==> config.mk <==
export PLATFORM = sky130hd
export DESIGN_NAME = seg_probe_mux_flat
export DESIGN_NICKNAME = d
export VERILOG_FILES = /design/src/rtl/seg_probe_mux_if.sv /design/src/rtl/seg_probe_mux.sv /design/src/flat_wrapper.sv
export SDC_FILE = /design/constraint.sdc
export NUM_CORES = 1
export LEC_CHECK = 0
export ABC_CLOCK_PERIOD_IN_PS = 2920
export BUFFER_PORTS_ARGS = -buffer_cell sky130_fd_sc_hd__buf_2
export CAP_MARGIN = 5
export CELL_PAD_IN_SITES_DETAIL_PLACEMENT = 0
export CELL_PAD_IN_SITES_GLOBAL_PLACEMENT = 2
export CORE_ASPECT_RATIO = 1.5
export CORE_MARGIN = 4
export CORE_UTILIZATION = 30
export DETAILED_ROUTE_END_ITERATION = 10
export PLACE_DENSITY_LB_ADDON = 0.12
export SETUP_SLACK_MARGIN = 0.5
export SLEW_MARGIN = 20
export SYNTH_ARGS = -nofsm -noshare
export SYNTH_HDL_FRONTEND = slang
export SYNTH_SLANG_ARGS = --single-unit
==> constraint.sdc <==
create_clock -name clk -period 2.92 [get_ports clk]
set_input_delay 0 -clock clk [delete_from_list [all_inputs] [get_ports clk]]
set_output_delay 0 -clock clk [all_outputs]
set_load 0.02 [all_outputs]
==> src/rtl/seg_probe_mux_if.sv <==
`default_nettype none
// ============================================================================
// Module   : seg_probe_mux_if
// Purpose  : Signal bundle between the probe sources and push buttons and
//            the seven-segment probe multiplexer.
// Revision : 1.0 - initial release
// ============================================================================
interface seg_probe_mux_if #(
  parameter int NCH  = 4,
  parameter int DW   = 32,
  parameter int NDIG = 6
);
  localparam int CW = (NCH > 1) ? $clog2(NCH) : 1;

  logic [NCH*DW-1:0] probe;
  logic              key_next;
  logic              key_freeze;
  logic [NDIG*7-1:0] hex;
  logic [CW-1:0]     ch_sel;
  logic              frozen;

  // Board side: drives probes and buttons, watches the display
  modport master (
    output probe, key_next, key_freeze,
    input  hex, ch_sel, frozen
  );

  // Multiplexer side
  modport slave (
    input  probe, key_next, key_freeze,
    output hex, ch_sel, frozen
  );
endinterface
`default_nettype wire

==> src/rtl/seg_probe_mux.sv <==
`default_nettype none
// ============================================================================
// Module   : seg_probe_mux
// Purpose  : Shows one of NCH probe words as hex on NDIG seven-segment digits.
//            A debounced "next" button steps through channels; with the
//            SEG_PROBE_FREEZE_EN macro defined a "freeze" button holds the
//            display (a channel change while frozen takes one snapshot).
// Macro    : SEG_PROBE_FREEZE_EN - include the freeze button and logic.
// Revision : 1.0 - initial release
// ============================================================================

// Synchronizer + debouncer for one active-low button; pulses on press only.
module seg_probe_mux_db #(
  parameter int DB_CYCLES = 500000
) (
  input  wire clk,
  input  wire rst,
  input  wire key,
  output wire press
);
  localparam int              CNTW = (DB_CYCLES > 1) ? $clog2(DB_CYCLES) : 1;
  localparam logic [CNTW-1:0] LAST = CNTW'(DB_CYCLES - 1);

  logic [1:0]      sync_q;
  logic            db_q;
  logic [CNTW-1:0] cnt_q;

  // Two-flop synchronizer, then count consecutive cycles that disagree with
  // the debounced level; any agreeing cycle restarts the count.
  always_ff @(posedge clk or posedge rst) begin
    if (rst) begin
      sync_q <= 2'b11;
      db_q   <= 1'b1;
      cnt_q  <= '0;
    end else begin
      sync_q <= {sync_q[0], key};
      if (sync_q[1] == db_q) begin
        cnt_q <= '0;
      end else if (cnt_q == LAST) begin
        db_q  <= sync_q[1];
        cnt_q <= '0;
      end else begin
        cnt_q <= cnt_q + 1'b1;
      end
    end
  end

  // Fires in the cycle the debounced level falls from released to pressed
  assign press = db_q && !sync_q[1] && (cnt_q == LAST);
endmodule

module seg_probe_mux #(
  parameter int NCH       = 4,
  parameter int DW        = 32,
  parameter int NDIG      = 6,
  parameter int DB_CYCLES = 500000
) (
  input wire             clk,
  input wire             rst,
  seg_probe_mux_if.slave bus
);
  localparam int            CW      = (NCH > 1) ? $clog2(NCH) : 1;
  localparam int            NIBW    = NDIG * 4;
  localparam logic [CW-1:0] LAST_CH = CW'(NCH - 1);

  logic [DW-1:0]     ch_word [NCH];
  logic [CW-1:0]     ch_sel_q;
  logic [DW-1:0]     disp_q;
  logic [NIBW-1:0]   disp_nib;
  logic [NDIG*7-1:0] hex_next;
  logic [NDIG*7-1:0] hex_q;
  logic              next_press;
  logic              disp_load;

  function automatic logic [6:0] seg7(input logic [3:0] n);
    case (n)
      4'h0: seg7 = 7'h40;  4'h1: seg7 = 7'h79;
      4'h2: seg7 = 7'h24;  4'h3: seg7 = 7'h30;
      4'h4: seg7 = 7'h19;  4'h5: seg7 = 7'h12;
      4'h6: seg7 = 7'h02;  4'h7: seg7 = 7'h78;
      4'h8: seg7 = 7'h00;  4'h9: seg7 = 7'h10;
      4'hA: seg7 = 7'h08;  4'hB: seg7 = 7'h03;
      4'hC: seg7 = 7'h46;  4'hD: seg7 = 7'h21;
      4'hE: seg7 = 7'h06;  default: seg7 = 7'h0E;
    endcase
  endfunction

  for (genvar i = 0; i < NCH; i++) begin : g_unpack
    assign ch_word[i] = bus.probe[i*DW +: DW];
  end

  seg_probe_mux_db #(.DB_CYCLES(DB_CYCLES)) u_db_next (
    .clk   (clk),
    .rst   (rst),
    .key   (bus.key_next),
    .press (next_press)
  );

  // Channel select steps on each next press, wrapping at the last channel
  always_ff @(posedge clk or posedge rst) begin
    if (rst)             ch_sel_q <= '0;
    else if (next_press) ch_sel_q <= (ch_sel_q == LAST_CH) ? '0 : ch_sel_q + 1'b1;
  end

`ifdef SEG_PROBE_FREEZE_EN
  logic freeze_press;
  logic frozen_q;
  logic snap_q;

  seg_probe_mux_db #(.DB_CYCLES(DB_CYCLES)) u_db_freeze (
    .clk   (clk),
    .rst   (rst),
    .key   (bus.key_freeze),
    .press (freeze_press)
  );

  // Freeze toggles per press; snap_q marks the cycle after a channel change
  // so a frozen display still picks up the newly selected channel once.
  always_ff @(posedge clk or posedge rst) begin
    if (rst) begin
      frozen_q <= 1'b0;
      snap_q   <= 1'b0;
    end else begin
      frozen_q <= frozen_q ^ freeze_press;
      snap_q   <= next_press;
    end
  end

  assign disp_load  = !frozen_q || snap_q;
  assign bus.frozen = frozen_q;
`else
  logic unused_key_freeze;
  assign unused_key_freeze = bus.key_freeze;
  assign disp_load         = 1'b1;
  assign bus.frozen        = 1'b0;
`endif

  // Display register follows the selected channel whenever loading is allowed
  always_ff @(posedge clk or posedge rst) begin
    if (rst)            disp_q <= '0;
    else if (disp_load) disp_q <= ch_word[ch_sel_q];
  end

  // Digits beyond the probe width read as zero via the zero-extending cast
  assign disp_nib = NIBW'(disp_q);

  for (genvar k = 0; k < NDIG; k++) begin : g_digit
    assign hex_next[k*7 +: 7] = seg7(disp_nib[k*4 +: 4]);
  end

  // Registered segment outputs; blank value after reset shows all zeros
  always_ff @(posedge clk or posedge rst) begin
    if (rst) hex_q <= {NDIG{7'h40}};
    else     hex_q <= hex_next;
  end

  assign bus.hex    = hex_q;
  assign bus.ch_sel = ch_sel_q;
endmodule
`default_nettype wire

==> src/flat_wrapper.sv <==
// flat-port wrapper written by rule: the top's interface ports become plain ports
module seg_probe_mux_flat 
#(
  parameter int NCH       = 4,
  parameter int DW        = 32,
  parameter int NDIG      = 6,
  parameter int DB_CYCLES = 500000
)
  (clk, rst, bus_probe, bus_key_next, bus_key_freeze, bus_hex, bus_ch_sel, bus_frozen);
  seg_probe_mux_if #(.NCH(NCH), .DW(DW), .NDIG(NDIG)) bus_i ();
  input wire clk;
  input wire rst;
  input wire logic [$bits(bus_i.probe)-1:0] bus_probe;
  input wire logic [$bits(bus_i.key_next)-1:0] bus_key_next;
  input wire logic [$bits(bus_i.key_freeze)-1:0] bus_key_freeze;
  output wire logic [$bits(bus_i.hex)-1:0] bus_hex;
  output wire logic [$bits(bus_i.ch_sel)-1:0] bus_ch_sel;
  output wire logic [$bits(bus_i.frozen)-1:0] bus_frozen;
  assign bus_i.probe = bus_probe;
  assign bus_i.key_next = bus_key_next;
  assign bus_i.key_freeze = bus_key_freeze;
  assign bus_hex = bus_i.hex;
  assign bus_ch_sel = bus_i.ch_sel;
  assign bus_frozen = bus_i.frozen;
  seg_probe_mux #(.NCH(NCH), .DW(DW), .NDIG(NDIG), .DB_CYCLES(DB_CYCLES)) u_core (.clk(clk), .rst(rst), .bus(bus_i));
endmodule
==> results.sh <==
export IMPL_outcome="completed"
export IMPL_grt_pass1_wl_um=18600
export IMPL_hold_viol=0
export IMPL_drt_total_wl_um=11300
export IMPL_synth_distinct_cells=43
export IMPL_coreArea_mm2=0.0158
export IMPL_clock_fmax_ghz=0.476
export IMPL_p_per_area_mw_per_mm2=467
export IMPL_ant_nets=0
export IMPL_period_minus_slack_ns=2.10
export IMPL_synth_top_flop_cell="dfrtp_1"
export IMPL_finalNonFillerCells=781
export IMPL_rsz0062_at_grt="no"
export IMPL_ioPinCount=177
export IMPL_synth_simple_area_share_pct=11.1
export IMPL_post_cts_buffers=0
export IMPL_muxShareOfSynthArea_pct=19.6
export IMPL_clkPwrFrac_pct=40.5
export IMPL_synth_compound_gate_area_share_pct=6.91
export IMPL_gp_congestion=0.758
export IMPL_drt_pass1_iterations=4
export IMPL_grt_usage_pct=12.6
export IMPL_final_common_cell="buf_2"
export IMPL_critPathCaptureType="flop"
export IMPL_dieArea_mm2=0.0184
export IMPL_irDropWorstVdd_v=0.000216
export IMPL_start_util_pct=30.9
export IMPL_htree_num_levels=3
export IMPL_finalWorstSetupSlack_ns=0.821
export IMPL_crit_chain="buf_12 > mux4_2 > dlygate4sd3_1"
export IMPL_synth_top_area_share_pct=41.5
export IMPL_ys_warnings_count=0
export IMPL_p_sw_uw=725
export IMPL_setup_viol=0
export IMPL_final_nets=745
export IMPL_synth_adder_area_share_pct=9.98
export IMPL_required_ns=3.14
export IMPL_synth_top_area_cell="dfrtp_1"
export IMPL_max_cap_viol_count=0
export IMPL_seq_area_frac_synth_pct=46.3
export IMPL_mostFrequentLayoutCells="buf_2 (142), dfrtp_1 (80), dlygate4sd3_1 (45), nor2_1 (40), ha_1 (39)"
export IMPL_async_flop_share_pct=100
export IMPL_clk_pin_slew_ns=0.06
export IMPL_area_growth_syn_to_layout_pct=34.6
export IMPL_placed_cells=721
export IMPL_total_power_uw=3070
export IMPL_synth_xor_area_share_pct=2.33
export IMPL_cpPeakStageDelay_ns=0.63
export IMPL_n_antenna_cell=0
export IMPL_seqPwrFrac_pct=44.9
export IMPL_fin_crit_sh_pct=71.9
export IMPL_drcViolationCount=0
export IMPL_leakage_uw=0.00312
export IMPL_path_max_fanout=18
export IMPL_intPower_uw=2350
export IMPL_die_x_um=112
export IMPL_clock_latency_ns=0.33
export IMPL_crit_type="reg -> reg"
export IMPL_clock_skew_ns=0.00914
export IMPL_setup_tns_final_ns=0
export IMPL_netlist_area_mm2=0.00489
export IMPL_vias=3664
export IMPL_yosys_top_cells_area="dfrtp_1 (41%), mux4_2 (14%), ha_1 (10%)"
export IMPL_swShare_pct=23.6
export IMPL_grt_start_max_net_pins=91
export IMPL_cp_start_kind="flop"
export IMPL_vias_per_cell=4.69
export IMPL_worst_pin_slew_ns=0.614
export IMPL_root_buffer="clkbuf_16"
export IMPL_syn_nets=565
export IMPL_die_h_um=164
export IMPL_first_global_vias=3855
export IMPL_post_place_ws_ns=0.841
export IMPL_drive_gt1_share_pct=37.9
export IMPL_slowest_stage="dfrtp_2"
export IMPL_dp_hpwl_um=8650
export IMPL_antenna_found_initial=0
export IMPL_slew_violations=0
export IMPL_synth_edf_count=0
export IMPL_min_path_type="in -> reg"
export IMPL_core_rowCount=56
export IMPL_cts_buffers_inserted=9
export IMPL_ys_ff_latch=90
export IMPL_avgSynthCellArea_um2=12.4
export IMPL_whs_ns=0.0114
export IMPL_overflow=0
export IMPL_numClockSinks=90
export IMPL_cp_arrival_ns=2.32
export IMPL_relSlewSlack_pct=59.0
export IMPL_cts_tree="done"
export IMPL_io_buffer_count=142
export IMPL_synth_top_family_by_area="multiplexers"
export IMPL_pwr_share_comb_pct=14.5
export IMPL_wl_per_cell_um=14.5
export IMPL_cts_max_path_buffers=2
export IMPL_drt_iter0_drc=104
export IMPL_syn_inst=394
## cell families after synthesis
family	Yosys count
simple gates	104
flops	90
mux	57
compound gates	47
buf+inv	43
fa+ha+maj	39
xor+xnor	13
other cells	1
## per-layer routing
metal / wire length (um) / part of all wire [%] / track usage (%) / vias to the layer above
li1: - / - / - / 1776
met1: 4360 / 38 / 13.7 / 1792
met2: 6280 / 55 / 23.8 / 85
met3: 507 / 4.5 / 2.65 / 11
met4: 194 / 1.7 / 4.32 / 0
met5: 0 / 0 / 0 / -
## timing repair
item	CTS	global route
resized for setup	0	0
endpoints found under the hold margin	104	0
hold buffers	45	0
## final cells by class
| cell class | instances | area, um2 |
|---|---|---|
| clock buffers | 13 | 260 |
| clock inverters | 2 | 60.1 |
| fillers | 1569 | 9260 |
| inverters | 21 | 80.1 |
| multi-input cells | 261 | 2440 |
| flip-flops and latches | 90 | 2260 |
| well taps | 203 | 254 |
| repair buffers | 191 | 1220 |
## synth_stat cells (2+ instances only)
cell / n
a21oi_1: 6
clkbuf_1: 13
nor2b_1: 6
o21a_1: 2
nor4_1: 2
ha_1: 39
xor2_1: 8
mux4_2: 30
and4_1: 2
mux2i_1: 18
o21ai_0: 10
buf_6: 2
o31ai_1: 3
o22ai_1: 4
buf_2: 2
buf_1: 4
a22o_1: 12
dfstp_2: 9
mux2_2: 9
nand2_1: 15
nand4_1: 7
or4b_1: 2
nand3_1: 8
nor2_1: 40
a32o_1: 6
nand2b_1: 6
dfrtp_1: 81
inv_1: 21
a31oi_1: 2
or3b_2: 6
xnor2_1: 5
or4_1: 2
or3_1: 2
## critical path: cells and delay by family, from the launching register on
kind	cells	cell delay, ns
DFF	1	0.63
muxes	1	0.52
buffers and inverters	2	0.83
## through the flow
stage / instance area (um2) / util (%)
final: 6580 / 41.5
after global routing: 6580 / 41.5
after CTS: 6580 / 41.5
after detailed placement: 5810 / 36.7
after global placement: 5810 / 36.7
after floorplan: 4890 / -
## path summary, 6_finish.rpt
path	start	endpoint	slack [ns]	cells after the start
worst max-delay path	u_core.bus.ch_sel[0]	u_core.disp_q[6]	0.82	3
worst min-delay path	bus_probe[98]	u_core.disp_q[2]	0.01	2
worst max register to register	u_core.bus.ch_sel[0]	u_core.disp_q[6]	0.82	3
worst min register to register	u_core.u_db_next.sync_q[0]	u_core.u_db_next.sync_q[1]	0.36	0
max in group asynchronous	rst	u_core.bus.hex[20]	2.20	4
min in group asynchronous	rst	u_core.bus.hex[21]	0.31	4
## flip-flops by register name, summed over array words and instances (netlist names)
name and flops:
u_core.u_db_next.sync_q 2, u_core.bus.hex 42, u_core.u_db_next.cnt_q 19, u_core.u_db_next.db_q 1
u_core.disp_q 24, u_core.bus.ch_sel 2
## power by group through the flow
| stage | clock network (uW) | logic, uW | registers [uW] |
|---|---|---|---|
| after floorplan | 0 | 205 | 1450 |
| after global placement | 0 | 405 | 1410 |
| after detailed placement | 0 | 411 | 1400 |
| after CTS | 1310 | 458 | 1380 |
| after global routing | 1350 | 494 | 1390 |
| final | 1240 | 447 | 1380 |
No activity file was read; power rests on OpenSTA's default activity.
